<file path="config.mk">
export PLATFORM = sky130hd
export DESIGN_NAME = cpu_control_fsm
export DESIGN_NICKNAME = d
export VERILOG_FILES = /design/src/rtl/cpu_pkg.sv /design/src/rtl/btn_conditioner.sv /design/src/rtl/cpu_control_fsm.sv
export SDC_FILE = /design/constraint.sdc
export NUM_CORES = 1
export LEC_CHECK = 0
export BUFFER_PORTS_ARGS = -buffer_cell sky130_fd_sc_hd__buf_2
export CORE_ASPECT_RATIO = 1.1
export CORE_UTILIZATION = 38
export DETAILED_ROUTE_END_ITERATION = 7
export PLACE_DENSITY = 0.62
export SKIP_CTS_REPAIR_TIMING = 1
export SLEW_MARGIN = 0
export SYNTH_ARGS = -nofsm -noshare
export SYNTH_HDL_FRONTEND = slang
export SYNTH_HIERARCHICAL = 1
export SYNTH_SLANG_ARGS = --single-unit
</file>
<file path="constraint.sdc">
create_clock -name clk -period 4.04 [get_ports clk]
set_clock_uncertainty 0.05 [all_clocks]
set_input_delay 0.404 -clock clk [delete_from_list [all_inputs] [get_ports clk]]
set_output_delay 0.404 -clock clk [all_outputs]
set_load 0.02 [all_outputs]
</file>
<file path="src/rtl/cpu_pkg.sv">
// Shared definitions for the CPU control FSM: FSM states, opcode values,
// ALU operation encodings and instruction-word field positions.
package cpu_pkg;

  typedef enum logic [2:0] {
    S_IDLE     = 3'd0,
    S_FETCH    = 3'd1,
    S_DECODE   = 3'd2,
    S_EXEC     = 3'd3,
    S_WB       = 3'd4,
    S_WAIT_REL = 3'd5
  } state_e;

  // Instruction word layout: [7:4] opcode, [3:2] dst, [1:0] src.
  localparam int OPC_MSB = 7;
  localparam int OPC_LSB = 4;
  localparam int DST_MSB = 3;
  localparam int DST_LSB = 2;
  localparam int SRC_MSB = 1;
  localparam int SRC_LSB = 0;

  localparam logic [3:0] OP_NOP = 4'b0000;
  localparam logic [3:0] OP_ADD = 4'b0001;
  localparam logic [3:0] OP_SUB = 4'b0010;
  localparam logic [3:0] OP_AND = 4'b0011;
  localparam logic [3:0] OP_OR  = 4'b0100;
  localparam logic [3:0] OP_XOR = 4'b0101;
  localparam logic [3:0] OP_MOV = 4'b0110;
  localparam logic [3:0] OP_NOT = 4'b0111;

  typedef enum logic [2:0] {
    ALU_ADD = 3'd0,
    ALU_SUB = 3'd1,
    ALU_AND = 3'd2,
    ALU_OR  = 3'd3,
    ALU_XOR = 3'd4,
    ALU_MOV = 3'd5,
    ALU_NOT = 3'd6
  } alu_op_e;

  // Opcodes 1000-1111 are all illegal, so the MSB alone identifies them.
  function automatic logic is_illegal(input logic [3:0] opc);
    return opc[3];
  endfunction

  // NOP and illegal opcodes map to ALU_ADD; they never write, so the value is inert.
  function automatic alu_op_e decode_alu(input logic [3:0] opc);
    case (opc)
      OP_ADD:  return ALU_ADD;
      OP_SUB:  return ALU_SUB;
      OP_AND:  return ALU_AND;
      OP_OR:   return ALU_OR;
      OP_XOR:  return ALU_XOR;
      OP_MOV:  return ALU_MOV;
      OP_NOT:  return ALU_NOT;
      default: return ALU_ADD;
    endcase
  endfunction

endpackage

</file>
<file path="src/rtl/btn_conditioner.sv">
// Execute-button conditioning: two-flop synchronizer, optional debouncer and
// rising-edge detector. Define CTRL_DEBOUNCE_EN to enable the debouncer; by
// default the synchronized level is used directly.
module btn_conditioner #(
  parameter int DEBOUNCE_CYCLES = 16
) (
  input  logic clk,
  input  logic rst,
  input  logic i_button,
  output logic o_level,
  output logic o_rise
);

  logic r_sync1;
  logic r_sync2;
  logic r_prev;
  logic w_level;

  if (DEBOUNCE_CYCLES < 1) begin : g_bad_debounce
    $error("btn_conditioner: DEBOUNCE_CYCLES must be at least 1");
  end

  // Two-flop synchronizer for the asynchronous button input.
  // NOTE: sequential state always uses non-blocking (<=) so every flop samples pre-edge values.
  always_ff @(posedge clk or posedge rst) begin
    if (rst) begin
      r_sync1 <= 1'b0;
      r_sync2 <= 1'b0;
    end else begin
      r_sync1 <= i_button;
      r_sync2 <= r_sync1;
    end
  end

`ifdef CTRL_DEBOUNCE_EN
  localparam int CW = $clog2(DEBOUNCE_CYCLES + 1);

  logic [CW-1:0] r_cnt;
  logic          r_stable;

  // Accept a level change only after it persists for DEBOUNCE_CYCLES cycles; any bounce restarts the count.
  always_ff @(posedge clk or posedge rst) begin
    if (rst) begin
      r_cnt    <= '0;
      r_stable <= 1'b0;
    end else if (r_sync2 == r_stable) begin
      r_cnt <= '0;
    end else if (r_cnt == CW'(DEBOUNCE_CYCLES - 1)) begin
      r_stable <= r_sync2;
      r_cnt    <= '0;
    end else begin
      r_cnt <= r_cnt + 1'b1;
    end
  end

  assign w_level = r_stable;
`else
  assign w_level = r_sync2;
`endif

  // Delayed copy of the conditioned level for rising-edge detection.
  always_ff @(posedge clk or posedge rst) begin
    if (rst) begin
      r_prev <= 1'b0;
    end else begin
      r_prev <= w_level;
    end
  end

  assign o_level = w_level;
  assign o_rise  = w_level & ~r_prev;

endmodule

</file>
<file path="src/rtl/cpu_control_fsm.sv">
// Control FSM for a single-step trainer CPU: each button press fetches the DIP
// instruction word, decodes it and drives one register-file write-back.
// Optional feature: define CTRL_DEBOUNCE_EN to debounce the execute button.
module cpu_control_fsm
  import cpu_pkg::*;
#(
  parameter int DEBOUNCE_CYCLES = 16
) (
  input  logic       clk,
  input  logic       rst,
  input  logic [7:0] trainer_dip,
  input  logic       activate_button,
  output logic [1:0] rf_raddr_a,
  output logic [1:0] rf_raddr_b,
  output logic [1:0] rf_waddr,
  output logic       rf_we,
  output logic [2:0] alu_op,
  output logic       busy,
  output logic       instr_done,
  output logic       illegal,
  output logic [7:0] instr_count
);

  state_e     r_state;
  state_e     w_next;
  logic [7:0] r_instr_q;
  logic [7:0] r_instr_count;
  logic       w_btn_level;
  logic       w_btn_rise;
  logic [3:0] w_opc;
  logic       w_illegal_op;
  logic       w_writes;

  btn_conditioner #(
    .DEBOUNCE_CYCLES(DEBOUNCE_CYCLES)
  ) u_btn (
    .clk      (clk),
    .rst      (rst),
    .i_button (activate_button),
    .o_level  (w_btn_level),
    .o_rise   (w_btn_rise)
  );

  assign w_opc        = r_instr_q[OPC_MSB:OPC_LSB];
  assign w_illegal_op = is_illegal(w_opc);
  assign w_writes     = !w_illegal_op && (w_opc != OP_NOP);

  // State register.
  // NOTE: reset clears control state only; the asynchronous clear makes outputs drop in the same cycle rst rises.
  always_ff @(posedge clk or posedge rst) begin
    if (rst) begin
      r_state <= S_IDLE;
    end else begin
      r_state <= w_next;
    end
  end

  // Next-state logic; requests outside IDLE are ignored.
  // NOTE: every combinational output gets a default first so no latch is inferred.
  always_comb begin
    w_next = r_state;
    case (r_state)
      S_IDLE:     if (w_btn_rise) w_next = S_FETCH;
      S_FETCH:    w_next = S_DECODE;
      S_DECODE:   w_next = S_EXEC;
      S_EXEC:     w_next = S_WB;
      S_WB:       w_next = S_WAIT_REL;
      S_WAIT_REL: if (!w_btn_level) w_next = S_IDLE;
      default:    w_next = S_IDLE;
    endcase
  end

  // Instruction latch (FETCH) and retired-instruction counter (WB, legal opcodes).
  always_ff @(posedge clk or posedge rst) begin
    if (rst) begin
      r_instr_q     <= '0;
      r_instr_count <= '0;
    end else begin
      if (r_state == S_FETCH) r_instr_q <= trainer_dip;
      if (r_state == S_WB && !w_illegal_op) r_instr_count <= r_instr_count + 8'd1;
    end
  end

  // Output decode from the current state and latched instruction.
  always_comb begin
    rf_raddr_a = '0;
    rf_raddr_b = '0;
    rf_waddr   = '0;
    rf_we      = 1'b0;
    alu_op     = '0;
    busy       = (r_state != S_IDLE);
    instr_done = 1'b0;
    illegal    = 1'b0;
    case (r_state)
      S_DECODE: begin
        rf_raddr_a = r_instr_q[DST_MSB:DST_LSB];
        rf_raddr_b = r_instr_q[SRC_MSB:SRC_LSB];
        alu_op     = decode_alu(w_opc);
      end
      S_EXEC: begin
        rf_raddr_a = r_instr_q[DST_MSB:DST_LSB];
        rf_raddr_b = r_instr_q[SRC_MSB:SRC_LSB];
        alu_op     = decode_alu(w_opc);
        illegal    = w_illegal_op;
      end
      S_WB: begin
        rf_raddr_a = r_instr_q[DST_MSB:DST_LSB];
        rf_raddr_b = r_instr_q[SRC_MSB:SRC_LSB];
        alu_op     = decode_alu(w_opc);
        rf_we      = w_writes;
        rf_waddr   = w_writes ? r_instr_q[DST_MSB:DST_LSB] : 2'd0;
        instr_done = !w_illegal_op;
      end
      default: ;
    endcase
  end

  assign instr_count = r_instr_count;

endmodule
</file>
==> results.py, run 1 <==
metrics = {
    "sta": {
        "grt_setup_unrepaired": "false",
        "hold_ws_ns": 0.155,
        "finalHoldViolCount": 0,
        "setup-violations-final": 0,
        "finalSetupTns_ns": 0,
        "relSlewSlack_pct": 52.4,
        "finalCritPeriodShare_pct": 57.9,
        "worst_slack_ns": 1.70,
        "final_max_slew_viol_count": 0,
        "max_freq_mhz": 427,
        "tightest_slew_ns": 0.713,
        "period_needed_ns": 2.34,
    },
    "synth": {
        "postSynthAreaPerCell_um2": 11.7,
        "netlist_instances": 89,
        "synth-seq-cells": 22,
        "synth.top_cell.area_share_pct": 52.9,
        "syn_area_mm2": 0.00104,
        "synthArstFlopShare_pct": 100,
        "yosysWarnings": 6,
        "ys_seq_area_share_pct": 52.9,
        "synthFlopType": "dfrtp_1",
        "ys_types": 29,
        "synth_top_area_cell": "dfrtp_1",
        "synth_commonest_cells": "22 x dfrtp_1, 8 x mux2_2, 7 x nand2_1, 6 x nor2_1, 5 x nor2b_1",
        "syn_nets": 101,
        "synth.area.top_cells": "dfrtp_1 53%, mux2_2 8.7%, xnor2_1 3.4%, xor2_1 3.4%, nor2b_1 3.0%",
        "yosysMostFrequentCell": "dfrtp_1",
        "synth_edf_count": 0,
    },
    "grt": {
        "antenna_found_initial": 0,
        "grt_max_degree": 20,
        "grt_pass1_vias": 727,
        "grt_usage_pct": 14.4,
        "overflow": 0,
        "grt_pass1_wl_um": 3100,
    },
    "floorplan": {
        "die-height_um": 56.9,
        "die_area_mm2": 0.00295,
        "std_cell_rows": 19,
        "coreArea_mm2": 0.00254,
        "ios": 32,
        "initial_utilization_pct": 40.9,
        "die_w_um": 51.9,
    },
    "cells_and_area": {
        "area_growth_pct": 18.6,
        "drive_gt1_share_pct": 39.2,
        "fin_cells": 151,
        "post-route-util_pct": 48.5,
        "nets": 134,
        "antenna_cells": 0,
    },
    "critical_path": {
        "crit_family": "simple AND/OR/NAND/NOR gates",
        "worstSetupPathType": "flip-flop to output pin",
        "critical_path.endpoint_type": "output pin",
        "cp_data_arrival_time_ns": 1.89,
        "crit_fanout": 10,
        "cp_slowest_stage_delay_ns": 0.63,
        "critPathBufInv": 1,
        "required_ns": 3.59,
        "crit_chain": "or4b_4, nor2_1, and2_1, buf_2",
        "cp_slowest_cell": "or4b_4",
        "crit_path_start_kind": "flip-flop",
    },
    "power_and_ir_drop": {
        "p_leak_nw": 0.641,
        "p_per_area_mw_per_mm2": 655,
        "vdd_drop_max_uv": 372,
    },
    "clock_network": {
        "cts_sinks": 22,
        "h-tree-depth": 1,
        "cts_tree": "done",
        "root_buffer": "clkbuf_4",
        "clk_latency_ns": 0.29,
        "clockBufferDepth": 2,
        "cts.clk_slew.worst_paths_ns": 0.11,
        "cts-buffers-inserted": 3,
    },
    "route": {
        "vias_per_cell": 4.83,
        "vias": 729,
        "wl_per_cell_um": 11.7,
        "drcViolationCount": 0,
        "final_antenna_net_count": 0,
        "drt_iter0_markers": 3,
        "drtPass1Iterations": 4,
        "drt-total-wl_um": 1770,
    },
    "placement": {
        "dp_hpwl_um": 1360,
        "place_ws_ns": 2.02,
        "portBuffers": 31,
        "place_inst": 147,
        "gp_congestion": 0.714,
    },
    "flow_run": {
        "cap_violations": 0,
    },
    "outcome": {
        "status": "complete, no violations",
    },
    "min_path": {
        "hp-class": "input port to flip-flop",
    },
}
-- cells in the final DEF (no fill, tap or decap), types with 2 or more instances in the layout --
master    count
nor2b_1       5
dfrtp_1      22
xor2_1        4
nor2_1        6
nand2_1       7
nand3_1       2
nor3_1        4
buf_2        31
clkbuf_4      3
inv_1         3
a21oi_1       2
or3_1         2
xnor2_1       4
mux2_2        8
and2_1        2
-- logic make-up (layout without fill, tap and decap cells) --
logic type / after synthesis / in the layout / share of synthesized area, %
buffers and inverters: 7 / 38 / 4.21
and+or+nand+nor: 38 / 38 / 23.3
xor gates and xnor gates: 8 / 8 / 6.73
AOI/OAI and AO/OA: 4 / 4 / 2.04
adders and majority gates: 1 / 1 / 1.20
DFF: 22 / 22 / 52.9
muxes: 9 / 9 / 9.62
-- metrics by stage --
| stage | power [mW] | instance area [um2] |
|---|---|---|
| detailed placement | 0.726 | 1200 |
| finish | 0.809 | 1230 |
| floorplan | 0.640 | 1040 |
| global placement | 0.712 | 1200 |
| CTS | 0.823 | 1220 |
| global route | 0.873 | 1230 |
-- final timing paths --
path                       cells after the start  slack, ns       startpoint              to
max                                            4       1.70       r_state[1]     rf_waddr[1]
min                                            1       0.15  activate_button   u_btn/r_sync1
max reg2reg                                    3       2.34       r_state[1]  instr_count[7]
min reg2reg                                    0       0.32    u_btn/r_sync1   u_btn/o_level
max in group asynchronous                      3       2.78              rst    r_instr_q[4]
min in group asynchronous                      3       0.45              rst   u_btn/o_level
-- worst register-to-register path, cell delays in order, from the launching register on --
cell and delay (ns):
dfrtp_1 0.50, or4b_4 0.63, nor4_4 0.31, xor2_1 0.16
-- report_power, final --
part	internal [mW]	switching, mW
Clock	0.0347	0.0598
Combinational	0.159	0.180
Sequential	0.290	0.0847
-- metal layers --
metal,global-route usage (%),share of wire (%)
met5,0,0
met4,6.95,1.4
met3,3.25,4.8
met2,22.5,47
met1,18.2,47
-- flip-flops by register name (all words and copies together), names as in the netlist --
name,flops
r_instr_q,8
u_btn/o_level,1
u_btn/r_sync1,1
u_btn/r_prev,1
instr_count,8
r_state,3
-- layout make-up --
type	count	area [um2]
Timing Repair Buffer	32	165
Tap cell	31	38.8
Inverter	3	11.3
Multi-Input combinational cell	60	447
Fill cell	238	1310
Clock buffer	3	22.5
Sequential cell	22	551
Note: power is estimated with default switching activity, not from simulation.
==> run 2, diff against run 1 <==
- ABC_AREA: unset -> 1
- PLACE_DENSITY: 0.62 -> 0.64
- clock period: 4.04 -> 2.1 ns (I/O delays scaled with it)
==> run 2 against run 1 <==
Compared with the run above: count of clock-buffer cells in the layout stayed put; critical endpoint is now rf_waddr[0]; sequential share of layout area is 3.1 points lower; via count is 29% higher; synthesized area is 5.5% higher; largest cell class unchanged; cell area is 7.4% higher.
==> results.py, run 2 <==
metrics = {
    "power_and_ir_drop": {
        "p_leak_nw": 0.745,
        "vdd_drop_max_uv": 627,
        "seq_power_share_pct": 40.7,
        "power_frac_clock_pct": 11.7,
        "internal_power_mw": 0.880,
        "p_comb_share_pct": 47.6,
        "swShare_pct": 46.8,
        "total_power_mw": 1.65,
        "p_per_area_mw_per_mm2": 1250,
        "p_switching_mw": 0.773,
    },
    "route": {
        "wl_per_cell_um": 11.0,
        "drt_iter0_markers": 13,
        "drtPass1Iterations": 4,
        "vias": 938,
        "drcViolationCount": 0,
        "final_antenna_net_count": 0,
        "vias_per_cell": 4.74,
        "drt-total-wl_um": 2170,
    },
    "critical_path": {
        "r2r_slack_ns": 0.85,
        "critical_path.endpoint_type": "output pin",
        "crit_path_start_kind": "flip-flop",
        "required_ns": 1.84,
        "crit_start": "r_state[1]",
        "cp_data_arrival_time_ns": 1.56,
        "r2r-start": "r_state[1]",
        "reg2reg_depth": 6,
        "r2r_end": "instr_count[6]",
        "crit_fanout": 8,
        "worstSetupPathType": "flip-flop to output pin",
    },
    "grt": {
        "use_met2_pct": 28.4,
        "overflow": 0,
        "grt_pass1_vias": 887,
        "met1_usage_pct": 18.0,
        "use_met3_pct": 3.10,
        "grt_usage_pct": 15.4,
        "grt_pass1_wl_um": 3600,
        "antenna_found_initial": 0,
        "grt_busiest_layer": "met2",
        "grt_max_degree": 20,
    },
    "sta": {
        "relSlewSlack_pct": 48.9,
        "final_max_slew_viol_count": 0,
        "finalHoldViolCount": 0,
        "max_freq_mhz": 548,
        "tightest_slew_ns": 0.766,
        "finalSetupTns_ns": 0,
        "hold_ws_ns": 0.0864,
        "period_needed_ns": 1.82,
        "setup-violations-final": 0,
        "finalCritPeriodShare_pct": 86.9,
        "grt_setup_unrepaired": "false",
    },
    "synth": {
        "synth.top_cell.area_share_pct": 50.1,
        "synth-seq-cells": 22,
        "postSynthAreaPerCell_um2": 8.45,
        "ys_types": 22,
        "synthMuxAreaShare_pct": 0,
        "synth_compound_area_share_pct": 8.43,
        "synth_commonest_cells": "23 x nand2_1, 23 x nor2_1, 22 x dfrtp_1, 20 x inv_1, 7 x nand3_1",
        "synthFlopType": "dfrtp_1",
        "syn_nets": 142,
        "synth_edf_count": 0,
        "synth_simple_gate_area_share_pct": 27.9,
        "netlist_instances": 130,
        "synthXorXnorAreaFrac_pct": 3.19,
        "synth_top_family_by_area": "simple AND/OR/NAND/NOR gates",
        "synthArstFlopShare_pct": 100,
        "yosysWarnings": 6,
        "yosys.area_share.adder_pct": 1.14,
        "ys_seq_area_share_pct": 50.1,
        "syn_area_mm2": 0.00110,
        "synth_top_area_cell": "dfrtp_1",
        "synth.area.top_cells": "dfrtp_1 50%, nand2_1 7.9%, nor2_1 7.9%, inv_1 6.8%, nand3_1 3.2%",
    },
    "floorplan": {
        "std_cell_rows": 20,
        "die_w_um": 53.3,
        "die-height_um": 58.4,
        "die_area_mm2": 0.00311,
        "coreArea_mm2": 0.00275,
        "ios": 32,
        "initial_utilization_pct": 39.9,
    },
    "placement": {
        "portBuffers": 31,
        "gp_congestion": 0.769,
        "dp_hpwl_um": 1670,
        "place_inst": 193,
        "post_dp_cell_area_mm2": 0.00128,
    },
    "cells_and_area": {
        "drive_gt1_share_pct": 30.9,
        "fin_cells": 198,
        "nets": 179,
        "area_growth_pct": 20.7,
        "stdcell_area_mm2": 0.00133,
        "nFillCells": 292,
        "most-common-layout-cells": "31 x buf_2, 23 x nand2_1, 23 x nor2_1",
        "layout_commonest_cell": "buf_2",
        "antenna_cells": 0,
    },
    "flow_run": {
        "cap_violations": 0,
    },
    "clock_network": {
        "h-tree-depth": 1,
        "cts_tree": "done",
        "cts.clk_slew.worst_paths_ns": 0.12,
        "clockBufferDepth": 2,
        "cts-buffers-inserted": 3,
        "cts_sinks": 22,
        "clk_latency_ns": 0.30,
        "root_buffer": "clkbuf_4",
    },
    "min_path": {
        "whs_path_depth": 3,
        "hp-class": "input port to flip-flop",
        "hold_path_end": "r_instr_q[1]",
        "holdCritStartpoint": "trainer_dip[1]",
    },
    "outcome": {
        "status": "complete, no violations",
    },
}
[run 2: cell count changes after synthesis, sizes merged, moves of 6 or more]
cell   previous run  this run
a21oi             2         9
nor2              6        28
nor2b             6         0
nand3             2         8
inv               3        24
nand2             7        25
mux2              8         0
[run 2: worst max-delay path by stage]
stage	end	slack, ns	cells after the start
2_1_floorplan	rf_waddr[0]	0.59	5
3_3_place_gp	rf_waddr[0]	0.68	6
3_5_place_dp	rf_waddr[0]	0.60	6
4_1_cts	rf_waddr[0]	0.25	6
5_1_grt	rf_waddr[0]	0.14	6
6_report	rf_waddr[0]	0.28	6
[run 2: cells by family (layout without fill, tap and decap cells)]
family          count (synthesis)  after routing
simple gates                   63             63
buf+inv                        25             60
flops                          22             22
compound gates                 15             15
xor+xnor                        4              4
fa+ha+maj                       1              1
[run 2: through the flow]
stage | setup WS [ns] | utilization, %
finish | 0.275 | 48.2
global placement | 0.677 | 46.6
CTS | 0.248 | 47.5
detailed placement | 0.604 | 46.6
global route | 0.139 | 48.2
floorplan | 0.589 | -
[run 2: power groups by stage]
stage,logic [mW],registers [mW],clock network [mW]
2_1_floorplan,0.576,0.694,0
3_3_place_gp,0.771,0.677,0
3_5_place_dp,0.794,0.683,0
4_1_cts,0.799,0.675,0.201
5_1_grt,0.882,0.691,0.219
6_report,0.787,0.673,0.193
[run 2: metal layers]
metal	wire length, um	share of wire, %	vias to the layer above
met1	931	43	446
met2	1150	53	23
met4	13	0.60	0
met5	0	0	-
li1	-	-	467
met3	73	3.4	2
[run 2: critical path, stage by stage, from the launching register on]
cell and delay (ns):
dfrtp_1 0.49, nor2_4 0.18, nand3_4 0.14, inv_2 0.13, nand2_2 0.07, nor2_1 0.09
buf_2 0.17
[run 2: layout make-up]
cell class	count	area (um2)	share of cell area (%)
repair buffers	33	175	13.2
clock buffers	3	22.5	1.70
inverters	24	90.1	6.79
multi-input cells	83	447	33.7
flip-flops and latches	22	551	41.5
well taps	33	41.3	3.11
==> run 3, diff against run 2 <==
- ABC_AREA: 1 -> unset
- PLACE_DENSITY: 0.64 -> 0.65
==> run 3 against run 2 <==
Compared with the run above: first-iteration DRC count is 7.7% lower; utilization rose by 4.5 points; largest power group unchanged; critical path depth fell by 2; sequential cell count unchanged; sequential share of layout area down 0.053 points; die area fell by 5.0%; cell area is 1.0% higher; clock power up 65%; combinational power is 5.0% lower; highest routed layer unchanged; sequential power grew 6.4%; non-clock buffer count is 7 higher.
==> results.py, run 3 (same netlist as run 1, synthesis figures left out) <==
metrics = {
    "power_and_ir_drop": {
        "swShare_pct": 37.1,
        "p_per_area_mw_per_mm2": 1330,
        "p_switching_mw": 0.662,
        "internal_power_mw": 1.12,
        "p_leak_nw": 0.688,
        "p_comb_share_pct": 42.0,
        "total_power_mw": 1.78,
        "vdd_drop_max_uv": 824,
        "seq_power_share_pct": 40.1,
        "power_frac_clock_pct": 17.9,
    },
    "route": {
        "vias": 780,
        "drcViolationCount": 0,
        "drt-total-wl_um": 1930,
        "final_antenna_net_count": 0,
        "wl_per_cell_um": 12.1,
        "drtPass1Iterations": 4,
        "drt_iter0_markers": 12,
        "vias_per_cell": 4.88,
    },
    "sta": {
        "finalHoldViolCount": 0,
        "relSlewSlack_pct": 52.3,
        "setup-violations-final": 0,
        "worst_slack_ns": 0.0807,
        "grt_setup_unrepaired": "false",
        "period_needed_ns": 2.02,
        "finalCritPeriodShare_pct": 96.2,
        "tightest_slew_ns": 0.714,
        "final_max_slew_viol_count": 0,
        "finalSetupTns_ns": 0,
        "max_freq_mhz": 495,
    },
    "grt": {
        "grt_max_degree": 20,
        "overflow": 0,
        "grt_pass1_vias": 741,
        "grt_usage_pct": 14.7,
        "antenna_found_initial": 0,
        "grt_pass1_wl_um": 3190,
    },
    "placement": {
        "place_ws_ns": 0.267,
        "gp_congestion": 0.694,
        "post_dp_cell_area_mm2": 0.00121,
        "portBuffers": 31,
        "dp_hpwl_um": 1410,
    },
    "cells_and_area": {
        "stdcell_area_mm2": 0.00134,
        "nFillCells": 239,
        "post-route-util_pct": 52.7,
        "most-common-layout-cells": "31 x buf_2, 18 x dfrtp_1, 8 x mux2_2",
        "area_growth_pct": 28.7,
        "antenna_cells": 0,
        "nets": 142,
        "layout_commonest_cell": "buf_2",
        "drive_gt1_share_pct": 46.5,
    },
    "clock_network": {
        "clk_latency_ns": 0.30,
        "root_buffer": "clkbuf_4",
        "cts-buffers-inserted": 3,
        "cts_sinks": 22,
        "cts.clk_slew.worst_paths_ns": 0.13,
        "clockBufferDepth": 2,
        "h-tree-depth": 1,
        "cts_tree": "done",
    },
    "critical_path": {
        "crit_family": "simple AND/OR/NAND/NOR gates",
        "crit_fanout": 6,
        "cp_data_arrival_time_ns": 1.76,
        "critPathBufInv": 3,
        "worstSetupPathType": "flip-flop to output pin",
        "critical_path.endpoint_type": "output pin",
        "cp_slowest_stage_delay_ns": 0.59,
        "crit_chain": "or4b_4, buf_4, inv_1, buf_2",
        "crit_path_start_kind": "flip-flop",
        "required_ns": 1.84,
        "cp_slowest_cell": "or4b_4",
    },
    "floorplan": {
        "die_area_mm2": 0.00295,
        "std_cell_rows": 19,
        "ios": 32,
        "die-height_um": 56.9,
        "coreArea_mm2": 0.00254,
        "die_w_um": 51.9,
        "initial_utilization_pct": 40.9,
    },
    "min_path": {
        "hp-class": "input port to flip-flop",
    },
    "outcome": {
        "status": "complete, no violations",
    },
    "flow_run": {
        "cap_violations": 0,
    },
}
run 3: worst paths after layout:
path	to	slack, ns	cells after the start	startpoint
setup / recovery	instr_done	0.08	4	r_instr_q[7]
hold / removal	r_instr_q[1]	0.08	2	trainer_dip[1]
setup reg to reg	instr_count[7]	0.34	4	r_instr_q[7]
hold reg to reg	u_btn/o_level	0.31	0	u_btn/r_sync1
max in group asynchronous	r_instr_q[7]	0.99	3	rst
min in group asynchronous	u_btn/o_level	0.25	3	rst
run 3: cell type report:
cell class,count,area [um2],share of cell area [%]
Inverter,3,11.3,0.840
Multi-Input combinational cell,60,454,33.9
Sequential cell,22,556,41.5
Clock buffer,3,22.5,1.68
Timing Repair Buffer,40,228,17.0
Clock inverter,1,30.0,2.24
Tap cell,31,38.8,2.89
run 3: power groups by stage:
| stage | registers (mW) | logic [mW] | clock network, mW |
|---|---|---|---|
| detailed placement | 0.729 | 0.681 | 0 |
| global placement | 0.714 | 0.665 | 0 |
| finish | 0.716 | 0.748 | 0.319 |
| global route | 0.747 | 0.815 | 0.351 |
| CTS | 0.719 | 0.684 | 0.333 |
| floorplan | 0.684 | 0.547 | 0 |
run 3: metal layers:
layer	share of wire [%]	GRT usage [%]	vias up
met5	0	0	-
met4	0.62	4.63	0
met3	5.4	3.52	2
met2	50	25.6	25
met1	44	17.2	374
li1	-	-	379
run 3: through the flow:
step | hold WS, ns | instances
floorplan | -0.0864 | 89
global placement | 0.0370 | 148
detailed placement | 0.0416 | 148
CTS | -0.309 | 152
global route | 0.0469 | 160
finish | 0.0812 | 160
